`src/rtl/riscv_pkg.sv`:
```
// Shared fetch-stage types and constants.
package riscv_pkg;

  localparam int          XLEN     = 32;
  localparam logic [31:0] NOP_INST = 32'h0000_0013; // addi x0,x0,0

  // Fetch sequencer states
  typedef enum logic [1:0] {
    BOOT = 2'd0,
    RUN  = 2'd1,
    HALT = 2'd2
  } fetch_state_e;

  // Payload carried by the IF/ID register
  typedef struct packed {
    logic [XLEN-1:0] pc;
    logic [31:0]     inst;
    logic            misalign;
  } ifid_t;

endpackage

```
`src/rtl/ifid_reg.sv`:
```
// IF/ID output register with a valid/ready handshake.
// Priority: flush > load > fire > hold.
module ifid_reg
  import riscv_pkg::*;
#(
  parameter logic [31:0] NOP_INST_P = NOP_INST
) (
  input  logic  clk,
  input  logic  rst,
  input  logic  load,
  input  logic  flush,
  input  logic  ready,
  input  ifid_t din,
  output logic  valid,
  output ifid_t dout
);

  // The payload register. It keeps its pc after a fire or a flush.
  // Only the instruction word is returned to NOP in those cases.
  always_ff @(posedge clk) begin
    if (rst) begin
      valid         <= 1'b0;
      dout.pc       <= '0;
      dout.inst     <= NOP_INST_P;
      dout.misalign <= 1'b0;
    end else if (flush) begin
      valid         <= 1'b0;
      dout.inst     <= NOP_INST_P;
      dout.misalign <= 1'b0;
    end else if (load) begin
      valid <= 1'b1;
      dout  <= din;
    end else if (valid && ready) begin
      valid         <= 1'b0;
      dout.inst     <= NOP_INST_P;
      dout.misalign <= 1'b0;
    end
  end

endmodule

```
`src/rtl/inst_fetch.sv`:
```
// PC generation and fetch stage in front of a combinational instruction ROM.
module inst_fetch
  import riscv_pkg::*;
#(
  parameter logic [31:0] RESET_PC   = 32'h0000_0000,
  parameter int          IMEM_AW    = 14,
  parameter logic [31:0] NOP_INST_P = NOP_INST
) (
  input  logic               clk,
  input  logic               rst,
  input  logic               redirect_valid,
  input  logic [XLEN-1:0]    redirect_pc,
  input  logic               halt_req,
  output logic [IMEM_AW-1:0] imem_addr,
  input  logic [31:0]        imem_data,
  output logic               out_valid,
  input  logic               out_ready,
  output logic [XLEN-1:0]    out_pc,
  output logic [31:0]        out_inst,
  output logic               out_misalign,
  output logic               halted
);

  fetch_state_e    state_q, state_d;
  logic [XLEN-1:0] pc_q, pc_d;
  logic            stuck_q, stuck_d; // parked on a misaligned pc until redirect
  logic            misaligned, adv;
  ifid_t           ifid_in, ifid_out;

  assign imem_addr  = pc_q[IMEM_AW+1:2];
  assign misaligned = (pc_q[1:0] != 2'b00);
  assign adv        = (state_q == RUN) && !halt_req && !redirect_valid &&
                      !stuck_q && (!out_valid || out_ready);

  // A misaligned pc is reported as a NOP tagged misalign and is not fetched.
  always_comb begin
    ifid_in.pc       = pc_q;
    ifid_in.inst     = misaligned ? NOP_INST_P : imem_data;
    ifid_in.misalign = misaligned;
  end

  // Next pc, the stuck flag and the next FSM state. A redirect wins over everything.
  always_comb begin
    pc_d    = pc_q;
    stuck_d = stuck_q;
    state_d = state_q;
    if (redirect_valid) begin
      pc_d    = redirect_pc;
      stuck_d = 1'b0;
    end else if (adv) begin
      if (misaligned) stuck_d = 1'b1;
      else            pc_d    = pc_q + 32'd4;
    end
    unique case (state_q)
      BOOT:    state_d = RUN;
      RUN:     if (halt_req) state_d = HALT;
      HALT:    state_d = HALT;
      default: state_d = BOOT;
    endcase
  end

  // PC, the stuck flag and the state register.
  always_ff @(posedge clk) begin
    if (rst) begin
      pc_q    <= RESET_PC;
      stuck_q <= 1'b0;
      state_q <= BOOT;
    end else begin
      pc_q    <= pc_d;
      stuck_q <= stuck_d;
      state_q <= state_d;
    end
  end

  ifid_reg #(.NOP_INST_P(NOP_INST_P)) u_ifid (
    .clk   (clk),
    .rst   (rst),
    .load  (adv),
    .flush (redirect_valid),
    .ready (out_ready),
    .din   (ifid_in),
    .valid (out_valid),
    .dout  (ifid_out)
  );

  assign out_pc       = ifid_out.pc;
  assign out_inst     = ifid_out.inst;
  assign out_misalign = ifid_out.misalign;
  assign halted       = (state_q == HALT);

endmodule

```
`config.mk`:
```
export PLATFORM = sky130hd
export DESIGN_NAME = inst_fetch
export DESIGN_NICKNAME = d
export VERILOG_FILES = /design/src/rtl/riscv_pkg.sv /design/src/rtl/ifid_reg.sv /design/src/rtl/inst_fetch.sv
export SDC_FILE = /design/constraint.sdc
export NUM_CORES = 1
export LEC_CHECK = 0
export CORE_ASPECT_RATIO = 2
export CORE_MARGIN = 2
export CORE_UTILIZATION = 50
export CTS_BUF_LIST = sky130_fd_sc_hd__clkbuf_4 sky130_fd_sc_hd__clkbuf_8
export CTS_CLUSTER_DIAMETER = 120
export DETAILED_ROUTE_END_ITERATION = 10
export PLACE_DENSITY_LB_ADDON = 0.15
export SLEW_MARGIN = 20
export SYNTH_ARGS = -nofsm -noshare
export SYNTH_HDL_FRONTEND = slang
export SYNTH_SLANG_ARGS = --single-unit
```
`constraint.sdc`:
```
create_clock -name clk -period 3.5 [get_ports clk]
set_clock_uncertainty 0.2 [all_clocks]
set_input_delay 0.7 -clock clk [delete_from_list [all_inputs] [get_ports clk]]
set_output_delay 0.7 -clock clk [all_outputs]
set_load 0.03 [all_outputs]
```
* Yosys cells after proc, flatten, opt, wreduce, memory -nomap -nowiden *
Cells that the tools add are included.

cells by class
  muxes and demuxes = 10
  $add $sub $neg = 1
  eq/ne operators = 4
  reduce and logical (&&, ||, !) cells = 18
  bitwise gates (word level) = 1

operators with widths
  cell                   count
  $mux 32                4
  $mux 33                2
  $add 32x3->32 const B  1
  $pmux 2 s3             1
  $reduce_and 2->1       3
  $reduce_bool 2->1      3
  $logic_and 1x1->1      5
  $logic_not 1->1        4
  $ne 2x2->1 const B     2
  $eq 2x1->1 const B     1
  $eq 2x2->1 const B     1
  $logic_not 2->1        1
  $mux 1                 2
  $mux 2                 1
  $reduce_or 2->1        1
  $logic_or 1x1->1       1
  $not 1->1              1

word-level totals
  word-level logic and storage cells = 41
  bits in registers = 101
  output and inout port bits = 81

* Logic depth before layout (Yosys ltp) *
Gate-level depths: netlist (run 1).

  depth after elaboration = 7
  mapped depth = 9

* Modules after synthesis *
Synthesis (run 1) repeated with hierarchy kept, for this count alone.

second synthesis, totals
  cells, all modules = 499
  area total of the unflattened synthesis = 4395.5 um^2

modules (own cells, without submodules)
  module      instances  cells an instance  area an instance (um^2)  seq. area each (um^2)
  inst_fetch  1          277                2207.1                   700.7
  ifid_reg    1          222                2188.3                   1321.3

* Worst setup path before layout (run 1) *
No wires, ideal clock.

  path kind = input port to flip-flop
  start point = in redirect_valid
  end point = reg pc_q[30]
  cell stages on the path = 7
  slack = 0.835 ns
  setup time = 0.116 ns
  arrival = 2.349 ns
  buffers on the path = 2
  data required time = 3.184 ns
  cells stage by stage = buf_6 -> or4b_1 -> buf_4 -> nor3_4 -> nand4_1 -> or3b_1 -> and3_1

on the way
  cells in the longest elaborated chain, start to end = 6
  elaborated cells between the ends (all ways) = 8
  those cells by class = eq/ne: 1; mux: 1; reduce/logical: 6

RTL lines
  item                            line              RTL
  from (decl)                     inst_fetch.sv:11  input logic redirect_valid,
  $logic_not 1->1                 inst_fetch.sv:32  assign adv = (state_q == RUN) && !halt_req && !redirect_valid &&
  $logic_and 1x1->1 (2 in a row)  inst_fetch.sv:32
  $logic_and 1x1->1               inst_fetch.sv:33  !stuck_q && (!out_valid || out_ready);
  $reduce_bool 2->1 (no line)     -
  $reduce_and 2->1 (no line)      -
  to (signal assigned)            inst_fetch.sv:69  pc_q <= pc_d;
  to (decl)                       inst_fetch.sv:25  logic [XLEN-1:0] pc_q, pc_d;

Several ways; a longest one is shown, not always the timed one.
A chain may end at the register's enable or synchronous reset.

* Final worst setup path (run 1) *
  start point = in halt_req
  end point = reg u_ifid.dout[10] (netlist bit)

on the way
  cells in the longest elaborated chain, start to end = 6
  elaborated cells between the ends (all ways) = 7
  those cells by class = mux: 1; reduce/logical: 6

RTL lines
  item                                          line              RTL
  from (decl)                                   inst_fetch.sv:13  input logic halt_req,
  $logic_not 1->1 *                             inst_fetch.sv:32
  $logic_and 1x1->1 * (3 in a row)              inst_fetch.sv:32
  $logic_and 1x1->1 *                           inst_fetch.sv:33
  $mux 33 or $reduce_bool 2->1 (tied branches)  -
  to (signal assigned)                          ifid_reg.sv:32    dout <= din;
  to (decl)                                     ifid_reg.sv:15    output ifid_t dout

Every way passes the cells marked *; elsewhere a longest branch is shown, timed or not.

==> flow_summary.toml, run 1 <==
[synth]
syn_inst = 529
synth_edf_count = 0
syn-num-nets = 602
synthFlopType = "dfxtp_1"
ys.warnings.count = 0
synth.top_cells.by_area = "dfxtp_1 46%, nand2_1 7.9%, a21oi_1 6.6%"
synth_cell_types = 48
synthesis.area_sq_mm = 0.00435
synth_top_area_share_pct = 46.5
ys_async_sr_fraction_pct = 0
syn_area_per_cell_sq_um = 8.23
synth-seq-cells = 101
synth_largest_area_cell = "dfxtp_1"
seq_area_frac_synth_pct = 46.5

[worst_setup_path]
required_ns = 3.56
worst-setup-path-type = "input port to flip-flop"
cpPeakStageDelay_ns = 0.74
worst_setup_path_start_kind = "input port"
cpMaxStageDelayCell = "or4b_1"
end_kind = "flip-flop"
crit_buf_inv = 1
reg2reg_slack_ns = 0.85
crit_path_cell_trace = "clkdlybuf4s50_1 > or4b_1 > o21a_1 > a22oi_1 > nor2_1"
worst-path-max-fanout = 30
critPathArrivalTime_ns = 2.96
path_delay_family = "compound AO/OA/AOI/OAI gates"

[die]
io_pins = 150
die_area_sq_mm = 0.00951
die_w_um = 70.0
num_rows = 48
start_util_pct = 51.0
die_y_um = 136
design.core.area_sq_mm = 0.00853

[layout]
final_cells = 760
drive_gt1_share_pct = 5.76
fillers = 732
area_delta_synth_final_pct = 38.5
antenna_cells = 0
finalNetCount = 728

[power_and_ir_drop]
cellPowerDensity_mw_per_mm2 = 412
vdd_drop_max_mv = 0.305
total_power_mw = 2.48
leakage_nw = 2.08

[timing]
finalMaxSlewViolations = 0
tns_ns = 0
fmax_ghz = 0.344
finalSetupViolCount = 0
rsz0062_at_grt = "false"
finalHoldViolCount = 0
fin_crit_sh_pct = 83.0
post-route-min-period_ns = 2.90
worst_pin_slew_ns = 1.06
slew_headroom_pct = 29.4

[cts]
cts_hold_buf = 0
postCtsSetupBuffers = 0
cts_buffer_depth = 2
numCtsBuffers = 9
cts.repair.resized = 0
cts-root-buf = "clkbuf_8"
cts.clk_slew.worst_paths_ns = 0.09
clock_sinks = 101
htree_num_levels = 3
clk_latency_ns = 0.37
cts_tree = "yes"

[route]
dr.first_iter.drc_count = 339
viasPerCell = 5.68
first_pass_iters = 4
vias = 4320
wire_per_inst_um = 16.4
ant_nets = 0
drt_wl_total_mm = 12.5
drc = 0

[global_route]
grt_use_total_pct = 26.2
grt-ovfl-total = 0
grt_pass1_wl_mm = 20.2
grt_max_degree = 36
grt_pass1_vias = 4264
antenna_found_initial = 0

[flow_run]
max_cap_viol_count = 0

[place]
gp_congestion = 0.964
port_buffers = 149
dpl.cell_count = 744
hpwlAfterDp_mm = 9.20

[worst_hold_path]
hp-class = "flip-flop to flip-flop"

[run_status]
outcome = "complete, no violations"
==> cells by family after synthesis <==
kind of cell / Yosys count / share of synthesized area (%)
compound gates: 136 / 19.5
buf+inv: 56 / 6.47
mux: 6 / 1.44
flops: 101 / 46.5
fa+ha+maj: 4 / 1.15
simple gates: 221 / 24.0
xor+xnor: 5 / 1.01
==> cell usage after synthesis (all sizes together) (3+ instances only) <==
cell type and instances:
a22oi 31, a31oi 8, o22ai 3, a211oi 4
a221oi 3, o211ai 7, buf 21, and3 11
nand2 92, o21ai 12, or3 4, nand4 14
and2 6, clkbuf 27, ha 4, inv 8
xor2 5, o31a 3, mux2i 4, nor2 53
nor3 6, nand3 16, a21oi 57, dfxtp 101
nor4 6
==> power by group <==
| part | switching [mW] | internal, mW | leakage, nW |
|---|---|---|---|
| combinational | 0.274 | 0.216 | 1.16 |
| sequential | 0.0528 | 1.20 | 0.821 |
| clock | 0.404 | 0.337 | 0.0957 |
==> routing by layer <==
metal,wire length (um),part of all wire [%],global-route usage [%],up-vias
li1,-,-,-,2104
met5,0,0,0,-
met1,4710,38,27.5,2035
met3,690,5.5,6.23,31
met4,442,3.5,13.4,0
met2,6640,53,47.8,150
==> worst reg2reg max path, delay by kind of cell, from the launching register on <==
family	cells	cell delay [ns]
AOI/OAI and AO/OA	2	1.00
and+or+nand+nor	2	0.75
DFF	1	0.33
adders and majority gates	1	0.18
buffers and inverters	1	0.08
==> cell type report <==
| type | instances | area [sq um] | share of cell area, % |
|---|---|---|---|
| Multi-Input combinational cell | 372 | 2050 | 34.0 |
| Sequential cell | 101 | 2020 | 33.5 |
| Timing Repair Buffer | 163 | 1600 | 26.6 |
| Clock buffer | 10 | 131 | 2.18 |
| Tap cell | 100 | 125 | 2.08 |
| Clock inverter | 6 | 63.8 | 1.06 |
| Inverter | 8 | 30.0 | 0.498 |
==> registers in the layout, summed over array words and instances, names as in the netlist <==
signal and count:
state_q 2, stuck_q 1, u_ifid.valid 1, pc_q 32, u_ifid.dout 65
==> through the flow <==
stage | util (%) | hold slack, ns | setup WS (ns) | area [sq um]
floorplan | - | 0.245 | 0.835 | 4350
CTS | 70.7 | 0.259 | 0.618 | 6030
global route | 70.7 | 0.271 | 0.489 | 6030
finish | 70.7 | 0.257 | 0.596 | 6030
detailed placement | 68.4 | 0.246 | 0.235 | 5830
global placement | 68.4 | 0.241 | 0.298 | 5830
==> worst paths after layout <==
| check | startpoint | end | depth (start not counted) |
|---|---|---|---|
| worst max-delay path | halt_req | u_ifid.dout[10] | 5 |
| worst min-delay path | u_ifid.dout[40] | u_ifid.dout[40] | 2 |
| worst min register to register | u_ifid.dout[40] | u_ifid.dout[40] | 2 |
| worst max register to register | state_q[1] | u_ifid.dout[10] | 6 |
==> placed cells by master, fill, tap and decap left out, types with 3 or more instances in the layout <==
master / Yosys / routed
a211oi_1: 4 / 4
a21oi_1: 57 / 57
a221oi_1: 3 / 3
a22oi_1: 31 / 31
a31oi_1: 8 / 8
and2_1: 6 / 6
and3_1: 11 / 11
buf_4: 16 / 13
clkbuf_8: 0 / 9
clkdlybuf4s50_1: 0 / 148
dfxtp_1: 101 / 101
ha_1: 4 / 4
inv_1: 8 / 8
mux2i_1: 4 / 4
nand2_1: 92 / 92
nand3_1: 16 / 16
nand4_1: 14 / 14
nor2_1: 53 / 52
nor3_1: 5 / 5
nor4_1: 4 / 4
o211ai_1: 7 / 7
o21ai_0: 12 / 12
o22ai_1: 3 / 3
o31a_1: 3 / 3
or3_1: 4 / 4
xor2_1: 5 / 5
(Power assumes the default switching activity.)
==> inputs of run 2 (changes only) <==
--- a/config.mk
+++ b/config.mk
@@ -7,7 +7,7 @@
 export LEC_CHECK = 0
 export CORE_ASPECT_RATIO = 2
 export CORE_MARGIN = 2
-export CORE_UTILIZATION = 50
+export CORE_UTILIZATION = 47
 export CTS_BUF_LIST = sky130_fd_sc_hd__clkbuf_4 sky130_fd_sc_hd__clkbuf_8
 export CTS_CLUSTER_DIAMETER = 120
 export DETAILED_ROUTE_END_ITERATION = 10
==> constraint.sdc (replaced) <==
create_clock -name clk -period 3 [get_ports clk]
set_clock_uncertainty 0.2 [all_clocks]
set_input_delay 0.6 -clock clk [delete_from_list [all_inputs] [get_ports clk]]
set_output_delay 0.6 -clock clk [all_outputs]
set_load 0.03 [all_outputs]
==> run 2 against run 1 <==
  * Critical path depth grew 1
  * Utilization shrank 2.6 points
  * Clock power rose by 19%
  * Routed wire length about the same
  * Sequential power increased by 17%
  * Non-clock buffer count increased by 12
  * Clock-buffer cell count grew 1
  * Total power up 18%
  * Final cell count is 1.8% higher
  * Global-route usage decreased by 1.1 points
  * Via count up 1.3%
  * Hold slack worse by 0.0018 ns
  * Highest routed layer unchanged
==> flow_summary.toml, run 2 (synthesis gave the netlist of run 1 again) <==
[route]
first_pass_iters = 4
viasPerCell = 5.65
drc = 0
vias = 4375
dr.first_iter.drc_count = 278
ant_nets = 0
wire_per_inst_um = 16.1
drt_wl_total_mm = 12.5

[cts]
cts.repair.resized = 0
cts-root-buf = "clkbuf_8"
clk_latency_ns = 0.38
cts_buffer_depth = 2
cts_hold_buf = 0
postCtsSetupBuffers = 0
clock_sinks = 101
cts_tree = "yes"
cts.clk_slew.worst_paths_ns = 0.09
numCtsBuffers = 9
htree_num_levels = 3

[layout]
final_cells = 774
final_cell_mix = "148 x clkdlybuf4s50_1, 101 x dfxtp_1, 92 x nand2_1"
antenna_cells = 0
area_delta_synth_final_pct = 41.0
fillers = 808
top_register = "u_ifid.dout"
finalNetCount = 740
final_common_cell = "clkdlybuf4s50_1"
reg_top3 = "u_ifid.dout x65, pc_q x32, state_q x2"
drive_gt1_share_pct = 7.44
largest_reg_flops = 65

[global_route]
grt_max_degree = 34
use_met1_pct = 27.7
antenna_found_initial = 0
grt-ovfl-total = 0
grt-busiest-layer = "met2"
grt_pass1_vias = 4153
grt.met2_usage_pct = 44.1
grt_use_total_pct = 25.1
grt_pass1_wl_mm = 20.0
grt.met3_usage_pct = 4.60

[worst_setup_path]
cpPeakStageDelay_ns = 0.69
crit_path_cell_trace = "clkdlybuf4s50_1 > or4b_1 > nor4_4 > nand4_1 > mux2_1 > a21oi_1"
required_ns = 3.11
crit_buf_inv = 1
critPathArrivalTime_ns = 2.78
worst-setup-path-type = "input port to flip-flop"
end_kind = "flip-flop"
reg2reg_depth = 7
cp_num_cells = 6
path_delay_family = "simple AND/OR/NAND/NOR gates"
worst-path-max-fanout = 4
worst_setup_path_start_kind = "input port"
cpMaxStageDelayCell = "or4b_1"

[power_and_ir_drop]
p_int_mw = 2.08
combPwrFrac_pct = 20.2
total_power_mw = 2.94
cellPowerDensity_mw_per_mm2 = 479
vdd_drop_max_mv = 0.367
swShare_pct = 29.2
leakage_nw = 2.15
switchingPower_mw = 0.857
p_clk_share_pct = 30.0
p_seq_share_pct = 49.7

[die]
start_util_pct = 48.3
die_y_um = 140
die_w_um = 72.0
design.core.area_sq_mm = 0.00901
io_pins = 150
die_area_sq_mm = 0.0101
num_rows = 49

[place]
port_buffers = 149
hpwlAfterDp_mm = 9.30
gp_congestion = 0.878
dpl.cell_count = 758

[timing]
rsz0062_at_grt = "false"
worst_pin_slew_ns = 0.755
finalMaxSlewViolations = 0
post-route-min-period_ns = 2.68
finalSetupViolCount = 0
fin_crit_sh_pct = 89.2
fmax_ghz = 0.374
slew_headroom_pct = 49.4
finalHoldViolCount = 0

[worst_hold_path]
hp-class = "flip-flop to flip-flop"
min_path_cells = 2

[run_status]
outcome = "complete, no violations"

[flow_run]
max_cap_viol_count = 0
## run 2: metrics by stage
| step | cell area, sq um | setup TNS (ns) | util, % | setup WS, ns | hold WS (ns) |
|---|---|---|---|---|---|
| global placement | 5940 | 0 | 65.9 | 0.0174 | 0.241 |
| CTS | 6140 | 0 | 68.1 | 0.345 | 0.259 |
| detailed placement | 5940 | -0.117 | 65.9 | -0.0525 | 0.246 |
| finish | 6140 | 0 | 68.1 | 0.325 | 0.255 |
| floorplan | 4350 | 0 | - | 0.435 | 0.245 |
| global route | 6140 | 0 | 68.1 | 0.255 | 0.273 |
## run 2: worst reg2reg max path: cells and delay by family (launching register included)
family | cells | cell delay, ns
DFF | 1 | 0.34
muxes | 1 | 0.34
adders and majority gates | 1 | 0.19
and+or+nand+nor | 3 | 1.20
buffers and inverters | 1 | 0.09
AOI/OAI and AO/OA | 1 | 0.14
## run 2: cell type report
type / count / area, sq um / share of cell area [%]
multi-input combinational: 372 / 2050 / 33.4
sequential: 101 / 2020 / 32.9
timing repair buffer: 175 / 1710 / 27.8
clock buffer: 11 / 139 / 2.26
tap: 102 / 128 / 2.08
clock inverter: 5 / 61.3 / 0.999
inverter: 8 / 30.0 / 0.489
## run 2: power groups by stage
stage / combinational [mW] / sequential, mW / clock, mW
2_1_floorplan: 0.308 / 1.51 / 0
3_5_place_dp: 0.596 / 1.49 / 0
6_report: 0.595 / 1.46 / 0.882
3_3_place_gp: 0.578 / 1.49 / 0
5_1_grt: 0.645 / 1.47 / 0.952
4_1_cts: 0.600 / 1.46 / 0.901
## run 2: path summary, 6_finish.rpt
| path | startpoint | endpoint | slack [ns] |
|---|---|---|---|
| worst min-delay path | u_ifid.dout[47] | u_ifid.dout[47] | 0.26 |
| worst max-delay path | halt_req | pc_q[15] | 0.32 |
| worst min register to register | u_ifid.dout[47] | u_ifid.dout[47] | 0.26 |
| worst max register to register | state_q[1] | pc_q[15] | 0.44 |
## run 2: layer usage
metal | vias up | share of wire [%] | wire (um)
met5 | - | 0 | 0
met4 | 0 | 4.1 | 507
met3 | 38 | 5.1 | 638
met2 | 161 | 52 | 6550
met1 | 2041 | 38 | 4780
li1 | 2135 | - | -
